--- src/rtl/circ_rotl_seq_alu_if.sv ---
// Handshake/operand bundle for the sequential rotate-left unit.
// The requester (master) drives start/A/B. The unit (slave) returns O/busy/done.
interface circ_rotl_seq_alu_if #(
    parameter int DATA_W = 32
);
    logic              start;
    logic [DATA_W-1:0] A;
    logic [DATA_W-1:0] B;
    logic [DATA_W-1:0] O;
    logic              busy;
    logic              done;

    modport master (
        output start,
        output A,
        output B,
        input  O,
        input  busy,
        input  done
    );

    modport slave (
        input  start,
        input  A,
        input  B,
        output O,
        output busy,
        output done
    );
endinterface

--- src/rtl/circ_rotl_seq_alu.sv ---
// Multi-cycle circular rotate-left of the low ROT_W bits of A by B, one position per clock.
// This is the inverse of the ALU's rotate-right. Upper bits pass through. start/busy/done handshake.
module circ_rotl_seq_alu #(
    parameter int DATA_W = 32,
    parameter int ROT_W  = 8
) (
    input logic                clk,
    input logic                rst,
    circ_rotl_seq_alu_if.slave bus
);
    localparam int CNT_W = (ROT_W > 1) ? $clog2(ROT_W) : 1;

    typedef enum logic [1:0] {
        S_IDLE = 2'd0,
        S_ROT  = 2'd1,
        S_DONE = 2'd2
    } state_t;

    state_t            state_reg;
    state_t            state_next;
    logic [DATA_W-1:0] work_reg;
    logic [DATA_W-1:0] rot_next;
    logic [DATA_W-1:0] o_reg;
    logic [CNT_W-1:0]  cnt_reg;
    logic              b_in_range;
    logic              last_step;

    // Out-of-range amounts (0 or >= ROT_W, compared on the full word) are treated as identity.
    assign b_in_range = (bus.B != '0) && (bus.B < DATA_W'(ROT_W));
    assign last_step  = (cnt_reg == CNT_W'(1));

    // One-position left rotate of the low field; the bit that leaves at the top wraps to bit 0.
    genvar gi;
    generate
        for (gi = 0; gi < ROT_W; gi++) begin : g_rot
            assign rot_next[gi] = work_reg[(gi + ROT_W - 1) % ROT_W];
        end
        if (ROT_W < DATA_W) begin : g_upper
            assign rot_next[DATA_W-1:ROT_W] = work_reg[DATA_W-1:ROT_W];
        end
    endgenerate

    always_ff @(posedge clk) begin
        if (rst) begin
            state_reg <= S_IDLE;
        end else begin
            state_reg <= state_next;
        end
    end

    always_comb begin
        state_next = state_reg;
        case (state_reg)
            S_IDLE: begin
                if (bus.start) begin
                    state_next = b_in_range ? S_ROT : S_DONE;
                end
            end
            S_ROT: begin
                if (last_step) begin
                    state_next = S_DONE;
                end
            end
            S_DONE:  state_next = S_IDLE;
            default: state_next = S_IDLE;
        endcase
    end

    always_comb begin
        bus.busy = 1'b0;
        bus.done = 1'b0;
        case (state_reg)
            S_ROT:  bus.busy = 1'b1;
            S_DONE: begin
                bus.busy = 1'b1;
                bus.done = 1'b1;
            end
            default: ;
        endcase
    end

    // O is loaded only on the edge that enters DONE, so it holds the last result while idle or rotating.
    always_ff @(posedge clk) begin
        if (rst) begin
            work_reg <= '0;
            cnt_reg  <= '0;
            o_reg    <= '0;
        end else begin
            case (state_reg)
                S_IDLE: begin
                    if (bus.start) begin
                        work_reg <= bus.A;
                        if (b_in_range) begin
                            cnt_reg <= bus.B[CNT_W-1:0];
                        end else begin
                            cnt_reg <= '0;
                            o_reg   <= bus.A;
                        end
                    end
                end
                S_ROT: begin
                    work_reg <= rot_next;
                    cnt_reg  <= cnt_reg - CNT_W'(1);
                    if (last_step) begin
                        o_reg <= rot_next;
                    end
                end
                default: ;
            endcase
        end
    end

    assign bus.O = o_reg;
endmodule

--- src/flat_wrapper.sv ---
// flat-port wrapper written by rule: the top's interface ports become plain ports
module circ_rotl_seq_alu_flat 
#(
    parameter int DATA_W = 32,
    parameter int ROT_W  = 8
)
  (clk, rst, bus_start, bus_A, bus_B, bus_O, bus_busy, bus_done);
  circ_rotl_seq_alu_if #(.DATA_W(DATA_W)) bus_i ();
  input logic clk;
  input logic rst;
  input wire logic [$bits(bus_i.start)-1:0] bus_start;
  input wire logic [$bits(bus_i.A)-1:0] bus_A;
  input wire logic [$bits(bus_i.B)-1:0] bus_B;
  output wire logic [$bits(bus_i.O)-1:0] bus_O;
  output wire logic [$bits(bus_i.busy)-1:0] bus_busy;
  output wire logic [$bits(bus_i.done)-1:0] bus_done;
  assign bus_i.start = bus_start;
  assign bus_i.A = bus_A;
  assign bus_i.B = bus_B;
  assign bus_O = bus_i.O;
  assign bus_busy = bus_i.busy;
  assign bus_done = bus_i.done;
  circ_rotl_seq_alu #(.DATA_W(DATA_W), .ROT_W(ROT_W)) u_core (.clk(clk), .rst(rst), .bus(bus_i));
endmodule
--- config.mk ---
export PLATFORM = sky130hd
export DESIGN_NAME = circ_rotl_seq_alu_flat
export DESIGN_NICKNAME = d
export VERILOG_FILES = /design/src/rtl/circ_rotl_seq_alu_if.sv /design/src/rtl/circ_rotl_seq_alu.sv /design/src/flat_wrapper.sv
export SDC_FILE = /design/constraint.sdc
export NUM_CORES = 1
export LEC_CHECK = 0
export ABC_AREA = 1
export CAP_MARGIN = 20
export CORE_MARGIN = 3
export CORE_UTILIZATION = 47
export DETAILED_ROUTE_END_ITERATION = 6
export PLACE_DENSITY = 0.86
export SLEW_MARGIN = 20
export SYNTH_ARGS = -nofsm -noshare
export SYNTH_HDL_FRONTEND = slang
export SYNTH_SLANG_ARGS = --single-unit
--- constraint.sdc ---
create_clock -name clk -period 2 [get_ports clk]
set_clock_uncertainty 0.1 [all_clocks]
set_input_delay 0.4 -clock clk [delete_from_list [all_inputs] [get_ports clk]]
set_output_delay 0.4 -clock clk [all_outputs]
set_load 0.1 [all_outputs]
==> impl_metrics.ini, run 1 <==
[run_status]
status = finished clean

[clocking]
cts-root-buf = clkbuf_8
post_cts_buffers = 0
cts_buffers = 9
post_cts_resized = 0
path_clk_slew_ns = 0.07
clock_latency_ns = 0.34
clock-sinks = 69
cts_tree = done
cts_buffer_depth = 2
ctsHoldBuffers = 0
htree_levels = 3

[floorplan]
pin_count = 101
dieArea_sq_um = 8284
dieWidth_um = 91.02
design.core.area_sq_um = 6907
start_util_pct = 49.18
rows = 30
fp.dieH_um = 91.02

[setup_path]
r2r_end = u_core.bus.O[21]$_SDFFE_PP0P_
cp-startpoint = u_core.state_reg[0]$_SDFFE_PP0P_
worstReg2RegStart = u_core.state_reg[0]$_SDFFE_PP0P_
cp_max_fo = 36
reg2reg_slack_ns = 0.15
worstSetupPathType = flip-flop to flip-flop
crit_arrival_ns = 1.98
start_kind = flip-flop
worstRegToRegCells = 9
cp_data_required_time_ns = 2.13
cp-end-kind = flip-flop

[drt]
final_antenna_net_count = 0
num_vias = 3367
vias_per_cell = 5.117
wl_um = 8466
drtIter0Drc = 237
first_pass_iters = 5
drt_drc_violations_left = 0
wl_per_cell_um = 12.87

[finish]
fill_cells = 559
layout.nets = 631
final_cell_mix = nor2_1 (84), a21oi_1 (78), nand2_1 (77)
antenna_cells = 0
drive_gt1_share_pct = 16.19
final_common_cell = nor2_1
area_growth_pct = 39.96
stdcell_count = 658

[timing]
fin_hold_ws_ns = 0.3701
post-route-min-period_ns = 1.851
tightest_slew_ns = 0.4762
rsz0062_at_grt = false
slew_headroom_pct = 68.22
fin_setup_tns_ns = 0
hold_viol_final = 0
timing.fmax_ghz = 0.5402
setup_viol = 0
fin_crit_sh_pct = 92.57
slew_violations = 0

[logic_synthesis]
ys_seq_elements = 69
ys_seq_area_share_pct = 40.66
synth_warnings = 0
synth_area_sq_um = 3397
netlist_instances = 462
syn-mean-instance-area_sq_um = 7.353
synth_fp_nets = 535
synth_area_leaders = dfxtp_1 (41%), a21oi_1 (11%), nor2_1 (9.4%)
ys_types = 19
yosysTopAreaCell = dfxtp_1
netlist.area_leader.share_pct = 40.66

[power]
power.density_nw_per_um2 = 1768
p_leak_nw = 2.060
irDropWorstVdd_v = 0.001869

[global_route]
grt_max_degree = 66
antenna_found_initial = 0
grt_pass1_vias = 3044
grt_pass1_wl_um = 14010
track_usage_pct = 20.60
grt-ovfl-total = 0

[placed_design]
place_congestion = 0.8609
place_hpwl_um = 5865
portBuffers = 100
dp.cells = 643

[min_path]
min_to = u_core.work_reg[18]$_SDFFE_PP0P_
min_path_cells = 2
worstHoldStart = u_core.work_reg[18]$_SDFFE_PP0P_
holdCritPathClass = flip-flop to flip-flop

[flow_run]
maxCapViolCount = 0
-- area by class of cell --
type	instances	area, sq um	area share, %
clock buffers	11	141.4	2.974
clock inverters	4	72.57	1.526
inverters	33	123.9	2.605
multi-input cells	327	1714	36.05
flip-flops and latches	69	1381	29.05
well taps	96	120.1	2.526
repair buffers	118	1201	25.26
-- report_power, final --
part | leakage, nW | total (W) | internal, W | switching [W]
sequential | 0.571 | 0.00215 | 0.00185 | 0.000302
combinational | 1.38 | 0.00501 | 0.00150 | 0.00352
clock | 0.105 | 0.00124 | 0.000728 | 0.000512
total | 2.06 | 0.00841 | 0.00408 | 0.00433
-- synth_stat cells --
cell type and number:
a211oi_1 8, a21oi_1 78, buf_2 15, buf_6 6, clkbuf_1 12, clkinv_1 2, dfxtp_1 69, ha_1 6
inv_1 31, mux2i_1 17, nand2_1 77, nand3_1 14, nand3_2 21, nand4_1 3, nor2_1 85, nor2_4 1
o21ai_0 15, o21ai_2 1, or2_1 1
-- per-layer routing --
metal	global-route usage, %	routed length, um
met4	7.161	157
met2	34.33	4080
met1	25.47	3546
met3	5.800	681
met5	0	0
-- cell families (layout without fill, tap and decap cells) --
logic type                 Yosys count  in the layout  synth area share (%)
AOI/OAI and AO/OA                  102            102                 15.73
adders and majority gates            6              6                 2.210
buffers and inverters               66            166                 9.171
DFF                                 69             69                 40.66
muxes                               17             17                 5.009
and+or+nand+nor                    202            202                 27.22
-- through the flow --
step                util (%)  worst slack (ns)  instance area, sq um  power [W]
global placement       65.74          -0.04842                  4541   0.007076
global route           68.84         0.0004674                  4755   0.008853
detailed placement     65.74          -0.07966                  4541   0.007170
floorplan                  -            0.2148                  3397   0.005851
finish                 68.84            0.1487                  4755   0.008408
CTS                    68.84            0.1562                  4755   0.008432
-- worst max-delay path by stage --
stage               cells past startpoint                            end  slack (ns)
global placement                        9  u_core.bus.O[19]$_SDFFE_PP0P_       -0.05
detailed placement                      9  u_core.bus.O[24]$_SDFFE_PP0P_       -0.08
CTS                                     3                       bus_busy        0.16
global route                            9  u_core.bus.O[21]$_SDFFE_PP0P_      0.0005
floorplan                              11  u_core.bus.O[10]$_SDFFE_PP0P_        0.21
finish                                  9  u_core.bus.O[21]$_SDFFE_PP0P_        0.15
-- critical path, stage by stage, from the launching register on --
cell	delay, ns
dfxtp_1	0.35
inv_1	0.08
ha_1	0.27
nand2_1	0.13
nand2_1	0.14
nor2_4	0.18
buf_12	0.22
nand3_1	0.10
nand2_1	0.10
nor2_1	0.05
(Power assumes the default switching activity.)
==> run 2: changes to the inputs <==
CORE_MARGIN = default   (was 3)
CTS_CLUSTER_SIZE = 20   (was default)
==> run 2 against run 1 <==
- sequential power about the same
- clock power up 17%
- fmax down 0.67%
- final cell count up 0.30%
- first-iteration DRC count down 33%
- global-route usage up 3.2 points
- die area down 8.6%
- combinational power down 1%
- sequential share of layout area down 0.11 points
- critical path type is now primary input to flip-flop
==> impl_metrics.ini, run 2 (synthesized netlist as in run 1, its figures left out) <==
[run_status]
status = finished clean

[placed_design]
dp.cells = 644
place_hpwl_um = 6309
place_congestion = 0.8388
portBuffers = 100

[timing]
timing.fmax_ghz = 0.5366
fin_crit_sh_pct = 93.19
tightest_slew_ns = 0.4693
slew_violations = 0
fin_hold_ws_ns = 0.3688
slew_headroom_pct = 68.68
fin_setup_tns_ns = 0
rsz0062_at_grt = false
setup_viol = 0
hold_viol_final = 0
post-route-min-period_ns = 1.864

[setup_path]
cp-end-kind = flip-flop
reg2reg_slack_ns = 0.20
cp-startpoint = bus_B[16]
cp_max_fo = 37
worstRegToRegCells = 7
cp_data_required_time_ns = 2.14
cpMostUsedCell = nor2_1
start_kind = primary input
cp_cell_sequence = clkdlybuf4s50_1 -> or2_1 -> nor2_1 -> nand2_1 -> nor2_4 -> nand3_2 -> buf_12 -> a21oi_1 -> nor2_1
worstReg2RegStart = u_core.state_reg[1]$_SDFFE_PP0P_
crit_family = simple AND/OR/NAND/NOR gates
path_buf_inv = 2
worstSetupPathType = primary input to flip-flop
worst_path_max_delay_cell = clkdlybuf4s50_1
crit_arrival_ns = 2.00
crit_cells = 9
endpoint = u_core.bus.O[27]$_SDFFE_PP0P_
r2r_end = u_core.state_reg[1]$_SDFFE_PP0P_
slowest_delay_ns = 0.41

[clocking]
htree_levels = 3
path_clk_slew_ns = 0.07
cts_buffer_depth = 2
cts_buffers = 9
cts_tree = done
cts-root-buf = clkbuf_8
clock_latency_ns = 0.35
clock-sinks = 69

[finish]
antenna_cells = 0
final_common_cell = nor2_1
final_cell_mix = nor2_1 (84), nand2_1 (77), a21oi_1 (77)
drive_gt1_share_pct = 16.84
layout.nets = 632
area_growth_pct = 40.48
stdcell_count = 660

[drt]
drt_drc_violations_left = 0
drtIter0Drc = 159
vias_per_cell = 5.132
wl_um = 8687
final_antenna_net_count = 0
first_pass_iters = 4
wl_per_cell_um = 13.16
num_vias = 3387

[power]
irDropWorstVdd_v = 0.001165
power.density_nw_per_um2 = 1790
p_leak_nw = 2.077

[floorplan]
fp.dieH_um = 87.02
dieArea_sq_um = 7572
start_util_pct = 49.45
design.core.area_sq_um = 6869
pin_count = 101
rows = 30
dieWidth_um = 87.02

[global_route]
grt_pass1_wl_um = 14020
track_usage_pct = 23.79
grt_max_degree = 38
antenna_found_initial = 0
grt-ovfl-total = 0
grt_pass1_vias = 3258

[min_path]
holdCritPathClass = flip-flop to flip-flop

[flow_run]
maxCapViolCount = 0
## run 2: cell count changes in the layout (fill, tap and decap cells not counted), sizes merged
cell and change:
buf +1, bufinv +1
## run 2: worst reg2reg max path: stages (launching register included)
cell,delay (ns)
dfxtp_1,0.35
inv_1,0.09
ha_2,0.24
buf_4,0.21
inv_1,0.37
nand3_1,0.17
nand2_1,0.09
a21oi_1,0.05
## run 2: report_power, final
| part | switching, W | total [W] | internal (W) | leakage, nW |
|---|---|---|---|---|
| clock network | 0.000547 | 0.00145 | 0.000899 | 0.126 |
| registers | 0.000285 | 0.00214 | 0.00185 | 0.571 |
| logic | 0.00353 | 0.00496 | 0.00143 | 1.38 |
## run 2: what timing repair did
| action | in CTS | in global routing |
|---|---|---|
| hold buffers | 0 | 0 |
| setup endpoints to repair | 0 | 1 |
| resized for setup | 0 | 1 |
| setup buffers | 0 | 0 |
## run 2: layout make-up
type                    instances  area [sq um]
fillers                       566          2097
inverters                      33         123.9
repair buffers                119          1171
clock buffers                  11         151.4
clock inverters                 5         106.4
multi-input cells             327          1718
well taps                      96         120.1
flip-flops and latches         69          1381
## run 2: worst min path at each step
stage / start / endpoint / slack (ns) / cells past startpoint
after floorplan: u_core.work_reg[10]$_SDFFE_PP0P_ / u_core.work_reg[10]$_SDFFE_PP0P_ / 0.35 / 2
after global placement: u_core.work_reg[22]$_SDFFE_PP0P_ / u_core.work_reg[22]$_SDFFE_PP0P_ / 0.35 / 2
after detailed placement: u_core.work_reg[11]$_SDFFE_PP0P_ / u_core.work_reg[11]$_SDFFE_PP0P_ / 0.36 / 2
after CTS: u_core.work_reg[11]$_SDFFE_PP0P_ / u_core.work_reg[11]$_SDFFE_PP0P_ / 0.37 / 2
after global routing: u_core.work_reg[10]$_SDFFE_PP0P_ / u_core.work_reg[10]$_SDFFE_PP0P_ / 0.40 / 2
final: u_core.work_reg[22]$_SDFFE_PP0P_ / u_core.work_reg[22]$_SDFFE_PP0P_ / 0.37 / 2
## run 2: layer usage
metal	vias to the layer above	track usage [%]	part of all wire, %
met5	-	0	0
met4	0	11.97	2.3
met3	23	4.834	7.2
met2	128	42.73	51
met1	1534	26.58	39
li1	1702	-	-
## run 2: per-stage QoR
step           power (W)  cell area [sq um]  util (%)  worst slack (ns)
3_5_place_dp    0.007114               4511     65.66           -0.2718
6_report        0.008543               4772     69.47            0.1363
2_1_floorplan   0.005851               3397         -            0.2148
3_3_place_gp    0.006988               4511     65.66           -0.1240
5_1_grt         0.008952               4772     69.47           0.01028
4_1_cts         0.008561               4768     69.42           0.09859
